<file path="config.mk">
export PLATFORM = sky130hd
export DESIGN_NAME = frame_scheduler
export DESIGN_NICKNAME = d
export VERILOG_FILES = /design/src/rtl/frame_scheduler.sv
export SDC_FILE = /design/constraint.sdc
export NUM_CORES = 1
export LEC_CHECK = 0
export ABC_AREA = 1
export BUFFER_PORTS_ARGS = -buffer_cell sky130_fd_sc_hd__clkbuf_2
export CAP_MARGIN = 5
export CORE_UTILIZATION = 49
export CTS_BUF_LIST = sky130_fd_sc_hd__clkbuf_8
export CTS_CLUSTER_DIAMETER = 100
export DETAILED_ROUTE_END_ITERATION = 10
export PLACE_DENSITY = 0.88
export SLEW_MARGIN = 20
export SYNTH_ARGS = -nofsm -noshare
export SYNTH_HDL_FRONTEND = slang
export SYNTH_SLANG_ARGS = --single-unit
</file>
<file path="constraint.sdc">
create_clock -name clk -period 2.4 [get_ports clk]
set_input_delay 0.24 -clock clk [delete_from_list [all_inputs] [get_ports clk]]
set_output_delay 0.24 -clock clk [all_outputs]
set_load 0.05 [all_outputs]
</file>
<file path="src/rtl/frame_scheduler.sv">
// frame_scheduler: walks one raster frame through the pixel mapper and hands
// each mapped point to an idle iteration engine, round-robin. View config is
// captured at frame start so a frame renders with one consistent view.
module frame_scheduler #(
    parameter int unsigned NUM_ENGINES       = 4,
    parameter int unsigned SCREEN_W          = 640,
    parameter int unsigned SCREEN_H          = 480,
    parameter int unsigned PIXEL_DATA_WIDTH  = 10,
    parameter int unsigned ENGINE_DATA_WIDTH = 25
) (
    input  logic                         clk,
    input  logic                         reset,
    input  logic                         start,
    input  logic                         abort,
    input  logic [2:0]                   zoom_in,
    input  logic [ENGINE_DATA_WIDTH-1:0] x_offset_in,
    input  logic [ENGINE_DATA_WIDTH-1:0] y_offset_in,
    input  logic                         full_queue,
    output logic                         map_en,
    output logic [PIXEL_DATA_WIDTH-1:0]  map_pixel_x,
    output logic [PIXEL_DATA_WIDTH-1:0]  map_pixel_y,
    output logic [2:0]                   map_zoom,
    output logic [ENGINE_DATA_WIDTH-1:0] map_x_offset,
    output logic [ENGINE_DATA_WIDTH-1:0] map_y_offset,
    input  logic [ENGINE_DATA_WIDTH-1:0] map_real_x,
    input  logic [ENGINE_DATA_WIDTH-1:0] map_imag_y,
    input  logic [NUM_ENGINES-1:0]       eng_ready,
    output logic [NUM_ENGINES-1:0]       eng_start,
    output logic [ENGINE_DATA_WIDTH-1:0] eng_real,
    output logic [ENGINE_DATA_WIDTH-1:0] eng_imag,
    output logic [PIXEL_DATA_WIDTH-1:0]  eng_pixel_x,
    output logic [PIXEL_DATA_WIDTH-1:0]  eng_pixel_y,
    output logic                         busy,
    output logic                         frame_done
);

    localparam int unsigned PW    = PIXEL_DATA_WIDTH;
    localparam int unsigned EW    = ENGINE_DATA_WIDTH;
    localparam int unsigned PTR_W = (NUM_ENGINES > 1) ? $clog2(NUM_ENGINES) : 1;

    localparam logic [PW-1:0]    X_LAST   = PW'(SCREEN_W - 1);
    localparam logic [PW-1:0]    Y_LAST   = PW'(SCREEN_H - 1);
    localparam logic [PTR_W-1:0] PTR_LAST = PTR_W'(NUM_ENGINES - 1);

    typedef enum logic [2:0] {
        S_IDLE,
        S_ISSUE,
        S_WAIT_MAP,
        S_DISPATCH,
        S_DONE
    } state_t;

    state_t                 state_q, state_d;
    logic [PTR_W-1:0]       rr_ptr_q, rr_ptr_d;
    logic [PW-1:0]          x_q, x_d, y_q, y_d;
    logic [2:0]             zoom_q, zoom_d;
    logic [EW-1:0]          xoff_q, xoff_d, yoff_q, yoff_d;
    logic                   map_en_q, map_en_d;
    logic [NUM_ENGINES-1:0] eng_start_q, eng_start_d;
    logic [EW-1:0]          eng_real_q, eng_real_d, eng_imag_q, eng_imag_d;
    logic [PW-1:0]          eng_px_q, eng_px_d, eng_py_q, eng_py_d;
    logic                   busy_q, busy_d;
    logic                   frame_done_q, frame_done_d;

    logic                   gnt_valid;
    logic [PTR_W-1:0]       gnt_idx;
    int unsigned            cand;
    logic                   last_pixel;

    // First ready engine at or after rr_ptr, circularly; blocked when the result queue is full
    always_comb begin
        gnt_valid = 1'b0;
        gnt_idx   = '0;
        cand      = 0;
        for (int unsigned i = 0; i < NUM_ENGINES; i++) begin
            cand = (32'(rr_ptr_q) + i) % NUM_ENGINES;
            if (!gnt_valid && eng_ready[PTR_W'(cand)]) begin
                gnt_valid = 1'b1;
                gnt_idx   = PTR_W'(cand);
            end
        end
        if (full_queue) begin
            gnt_valid = 1'b0;
        end
    end

    assign last_pixel = (x_q == X_LAST) && (y_q == Y_LAST);

    // Frame sequencing, dispatch and next-value computation for every register
    always_comb begin
        state_d      = state_q;
        rr_ptr_d     = rr_ptr_q;
        x_d          = x_q;
        y_d          = y_q;
        zoom_d       = zoom_q;
        xoff_d       = xoff_q;
        yoff_d       = yoff_q;
        eng_start_d  = '0;
        eng_real_d   = eng_real_q;
        eng_imag_d   = eng_imag_q;
        eng_px_d     = eng_px_q;
        eng_py_d     = eng_py_q;
        frame_done_d = 1'b0;

        case (state_q)
            S_IDLE: begin
                if (start) begin
                    zoom_d  = zoom_in;
                    xoff_d  = x_offset_in;
                    yoff_d  = y_offset_in;
                    x_d     = '0;
                    y_d     = '0;
                    state_d = S_ISSUE;
                end
            end
            S_ISSUE:    state_d = S_WAIT_MAP;
            S_WAIT_MAP: state_d = S_DISPATCH;
            S_DISPATCH: begin
                if (gnt_valid) begin
                    eng_start_d = NUM_ENGINES'(1) << gnt_idx;
                    eng_real_d  = map_real_x;
                    eng_imag_d  = map_imag_y;
                    eng_px_d    = x_q;
                    eng_py_d    = y_q;
                    rr_ptr_d    = (gnt_idx == PTR_LAST) ? '0 : gnt_idx + PTR_W'(1);
                    if (last_pixel) begin
                        x_d     = '0;
                        y_d     = '0;
                        state_d = S_DONE;
                    end else begin
                        if (x_q == X_LAST) begin
                            x_d = '0;
                            y_d = y_q + PW'(1);
                        end else begin
                            x_d = x_q + PW'(1);
                        end
                        state_d = S_ISSUE;
                    end
                end
            end
            S_DONE: begin
                frame_done_d = 1'b1;
                state_d      = S_IDLE;
            end
            default: state_d = S_IDLE;
        endcase

        // Abort wins over any transition but lets a same-cycle grant pulse out
        if (abort && (state_q != S_IDLE)) begin
            state_d      = S_IDLE;
            frame_done_d = 1'b0;
        end

        map_en_d = (state_d == S_ISSUE);
        busy_d   = (state_d != S_IDLE);
    end

    // State and output registers, synchronous reset
    always_ff @(posedge clk) begin
        if (reset) begin
            state_q      <= S_IDLE;
            rr_ptr_q     <= '0;
            x_q          <= '0;
            y_q          <= '0;
            zoom_q       <= '0;
            xoff_q       <= '0;
            yoff_q       <= '0;
            map_en_q     <= 1'b0;
            eng_start_q  <= '0;
            eng_real_q   <= '0;
            eng_imag_q   <= '0;
            eng_px_q     <= '0;
            eng_py_q     <= '0;
            busy_q       <= 1'b0;
            frame_done_q <= 1'b0;
        end else begin
            state_q      <= state_d;
            rr_ptr_q     <= rr_ptr_d;
            x_q          <= x_d;
            y_q          <= y_d;
            zoom_q       <= zoom_d;
            xoff_q       <= xoff_d;
            yoff_q       <= yoff_d;
            map_en_q     <= map_en_d;
            eng_start_q  <= eng_start_d;
            eng_real_q   <= eng_real_d;
            eng_imag_q   <= eng_imag_d;
            eng_px_q     <= eng_px_d;
            eng_py_q     <= eng_py_d;
            busy_q       <= busy_d;
            frame_done_q <= frame_done_d;
        end
    end

    assign map_en       = map_en_q;
    assign map_pixel_x  = x_q;
    assign map_pixel_y  = y_q;
    assign map_zoom     = zoom_q;
    assign map_x_offset = xoff_q;
    assign map_y_offset = yoff_q;
    assign eng_start    = eng_start_q;
    assign eng_real     = eng_real_q;
    assign eng_imag     = eng_imag_q;
    assign eng_pixel_x  = eng_px_q;
    assign eng_pixel_y  = eng_py_q;
    assign busy         = busy_q;
    assign frame_done   = frame_done_q;

endmodule

</file>
==> qor.yml <==
synthesis:
  synth_sequential_area_ratio: 0.500
  syn_inst: 844
  avgSynthCellArea_sq_um: 7.35
  yosys_warnings: 0
  ys_seq_elements: 155
  synth_cell_type_count: 29
  syn-num-nets: 958
  syn-cell-area_sq_um: 6200
sta:
  max_slew.worst_pin.slew_ns: 0.481
  max_freq_mhz: 458
  timing.clock.skew_ns: 0.0169
  setup_repair_after_global_routing_missed_its_margin: "false"
  count_of_pins_over_their_slew_limit: 0
  timing.final.setup_violations: 0
  fin_crit_sh: 0.909
  slew-limit-headroom: 0.680
  final.min_clock_period_ns: 2.18
  hold_ws_ns: 0.0220
  finalHoldViolations: 0
  finalSetupTns_ns: 0
worst_setup_path:
  critical_path.top_delay_family: "simple AND/OR/NAND/NOR gates"
  path_max_fanout: 43
  critPathLaunchType: "flip-flop"
  critical-path-max-stage-delay_ns: 0.43
  path_buf_inv: 2
  critPathArrivalTime_ns: 2.56
  critical_path.slowest_cell: "dfxtp_1"
  critPathCaptureType: "flip-flop"
  worstPathCellList: "buf_4, nand2_2, nand3_1, nand2_1, nor2_4, nand3_2, nand3_2, buf_4, nand2_1, a21oi_1"
  required_ns: 2.78
  classification_of_the_worst_setup_path: "reg -> reg"
clock_network:
  clkTransAtPathRegs_ns: 0.09
  cts-root-buf: "clkbuf_8"
  cts.sinks: 155
  clkLatencyLatePin_ns: 0.45
  numCtsBuffers: 17
  postCtsSetupRepairBufs: 0
  cts_tree: "built"
  cts-root-to-sink-buffers: 2
  ctsHtreeMaxLevel: 4
placement:
  dp_hpwl_mm: 11.7
  finalWeightedCongestion: 0.841
  place_area_sq_um: 7620
  io_buffer_count: 261
  dpl.cell_count: 1239
grt:
  groute.usage.overall: 0.274
  vias_in_the_first_global_route: 5961
  grt_pass1_wl_mm: 28.0
  grt-ovfl-total: 0
  maximum_number_of_pins_on_one_net_before_global_route_repair: 58
  grt_antenna_before_repair: 0
cells_and_area:
  drive_above_1_share: 0.298
  diodes: 0
  nets: 1235
  finish.instance_area_sq_um: 8390
  layout.cells.most_common_list: "clkbuf_2, nand2_1, dfxtp_1"
  finish.cell_count_without_fillers: 1302
  fillers: 1018
  final_common_cell: "clkbuf_2"
  fin_util: 0.690
  flow.area_growth_from_synthesis_pct: 35.2
power_and_ir_drop:
  power.internal_uw: 4290
  standby_leakage_power_uw: 0.00387
  vdd.ir_drop.worst_v: 0.000595
  power.share.clock: 0.354
  power.density_nw_per_um2: 743
  p_seq_frac: 0.449
  power.net_switching_uw: 1940
  p_sw_frac: 0.312
  comb_power_share: 0.197
route:
  post-route-drc-count: 0
  wl_mm: 17.8
  wire_per_inst_um: 13.7
  vias: 6479
  drt_first_iter_violations: 398
  detail_route.vias_per_cell: 4.98
  first_drt_pass_iteration_count: 5
  antenna_left: 0
die:
  die_area_sq_um: 13100
  core_region_area_sq_um: 12200
  floorplan.io_pins: 262
  floorplan.initialDensity: 0.510
  die-height_um: 115
  die_w_um: 115
  num_rows: 40
status:
  outcome: "completed"
worst_hold_path:
  worstHoldPathType: "in -> reg"
flow_run:
  drv_cap: 0
[synthesized netlist by cell type]
master      n  area, sq um
nand2_1   214          803
dfxtp_1   155         3100
nor2_1    145          544
a21oi_1    84          420
o21ai_0    71          355
inv_1      35          131
nand3_1    31          155
clkbuf_1   25         93.8
buf_2      16         80.1
nand2_2    11         68.8
nor3_1     10         50.1
a21oi_2     8         70.1
xor2_1      8         70.1
nand4_1     5         31.3
buf_4       4         30.0
inv_2       3         11.3
nand2_4     3         33.8
nand3_2     3         30.0
buf_6       2         22.5
ha_1        2         25.0
a21boi_0    1         7.51
buf_1       1         3.75
buf_8       1         15.0
clkinv_1    1         3.75
nand3b_1    1         7.51
nor2_4      1         11.3
nor3b_1     1         7.51
o211ai_1    1         7.51
xnor2_1     1         8.76
[final timing paths]
check,slack (ns),from,depth (start not counted),end
min,0.02,map_imag_y[13],3,eng_imag[13]
max,0.22,flip-flop,10,eng_imag[18]
min reg2reg,0.47,eng_pixel_x[1],2,eng_pixel_x[1]
max reg2reg,0.22,flip-flop,10,eng_imag[18]
[worst reg2reg max path, stage by stage, from the launching register on]
cell and delay (ns):
dfxtp_1 0.43, buf_4 0.18, nand2_2 0.07, nand3_1 0.10, nand2_1 0.12, nor2_4 0.17
nand3_2 0.11, nand3_2 0.15, buf_4 0.42, nand2_1 0.17, a21oi_1 0.20
[power by group through the flow]
stage | Sequential (uW) | Clock (uW) | Combinational (uW)
floorplan | 3310 | 0 | 406
global placement | 2840 | 0 | 1170
detailed placement | 2850 | 0 | 1180
CTS | 2790 | 2250 | 1230
global route | 2810 | 2360 | 1320
finish | 2790 | 2210 | 1230
[registers in the layout (all words and copies together), names as in the netlist, named ones only]
register      cells
eng_imag         25
eng_real         25
map_x_offset     25
map_y_offset     25
eng_pixel_x      10
eng_pixel_y      10
map_pixel_x      10
map_pixel_y      10
eng_start         4
map_zoom          3
state_q           3
busy              1
frame_done        1
map_en            1
rr_ptr_q          1
[routing by layer]
layer | global-route usage | share of wire | up-vias
met5 | 0 | 0 | -
met1 | 0.293 | 0.39 | 2964
li1 | - | - | 3245
met2 | 0.485 | 0.50 | 233
met4 | 0.138 | 0.030 | 0
met3 | 0.0863 | 0.079 | 37
[through the flow]
step | setup slack [ns] | total power (uW)
finish | 0.219 | 6230
global route | 0.0581 | 6490
CTS | 0.262 | 6260
detailed placement | 0.292 | 4030
global placement | 0.430 | 4020
floorplan | 0.241 | 3710
[kinds of logic after synthesis]
family,Yosys count,synth area share
XOR/XNOR,9,0.0127
adder cells (fa/ha/maj),2,0.00403
AND/OR/NAND/NOR,425,0.281
flip-flops,155,0.500
buffers and inverters,88,0.0631
AO/OA/AOI/OAI,165,0.139
[what timing repair did]
item,CTS,global route
resized for setup,0,0
endpoints found under the hold margin,31,0
hold buffers,31,0
setup endpoints to repair,0,0
[area by class of cell]
cell class / instances / area [sq um] / area share
Multi-Input combinational cell: 601 / 2710 / 0.323
Sequential cell: 155 / 3100 / 0.370
Clock buffer: 21 / 289 / 0.0345
Tap cell: 168 / 210 / 0.0251
Inverter: 39 / 146 / 0.0175
Timing Repair Buffer: 307 / 1770 / 0.211
Clock inverter: 11 / 164 / 0.0195
Power figures use the tool's default switching activity.
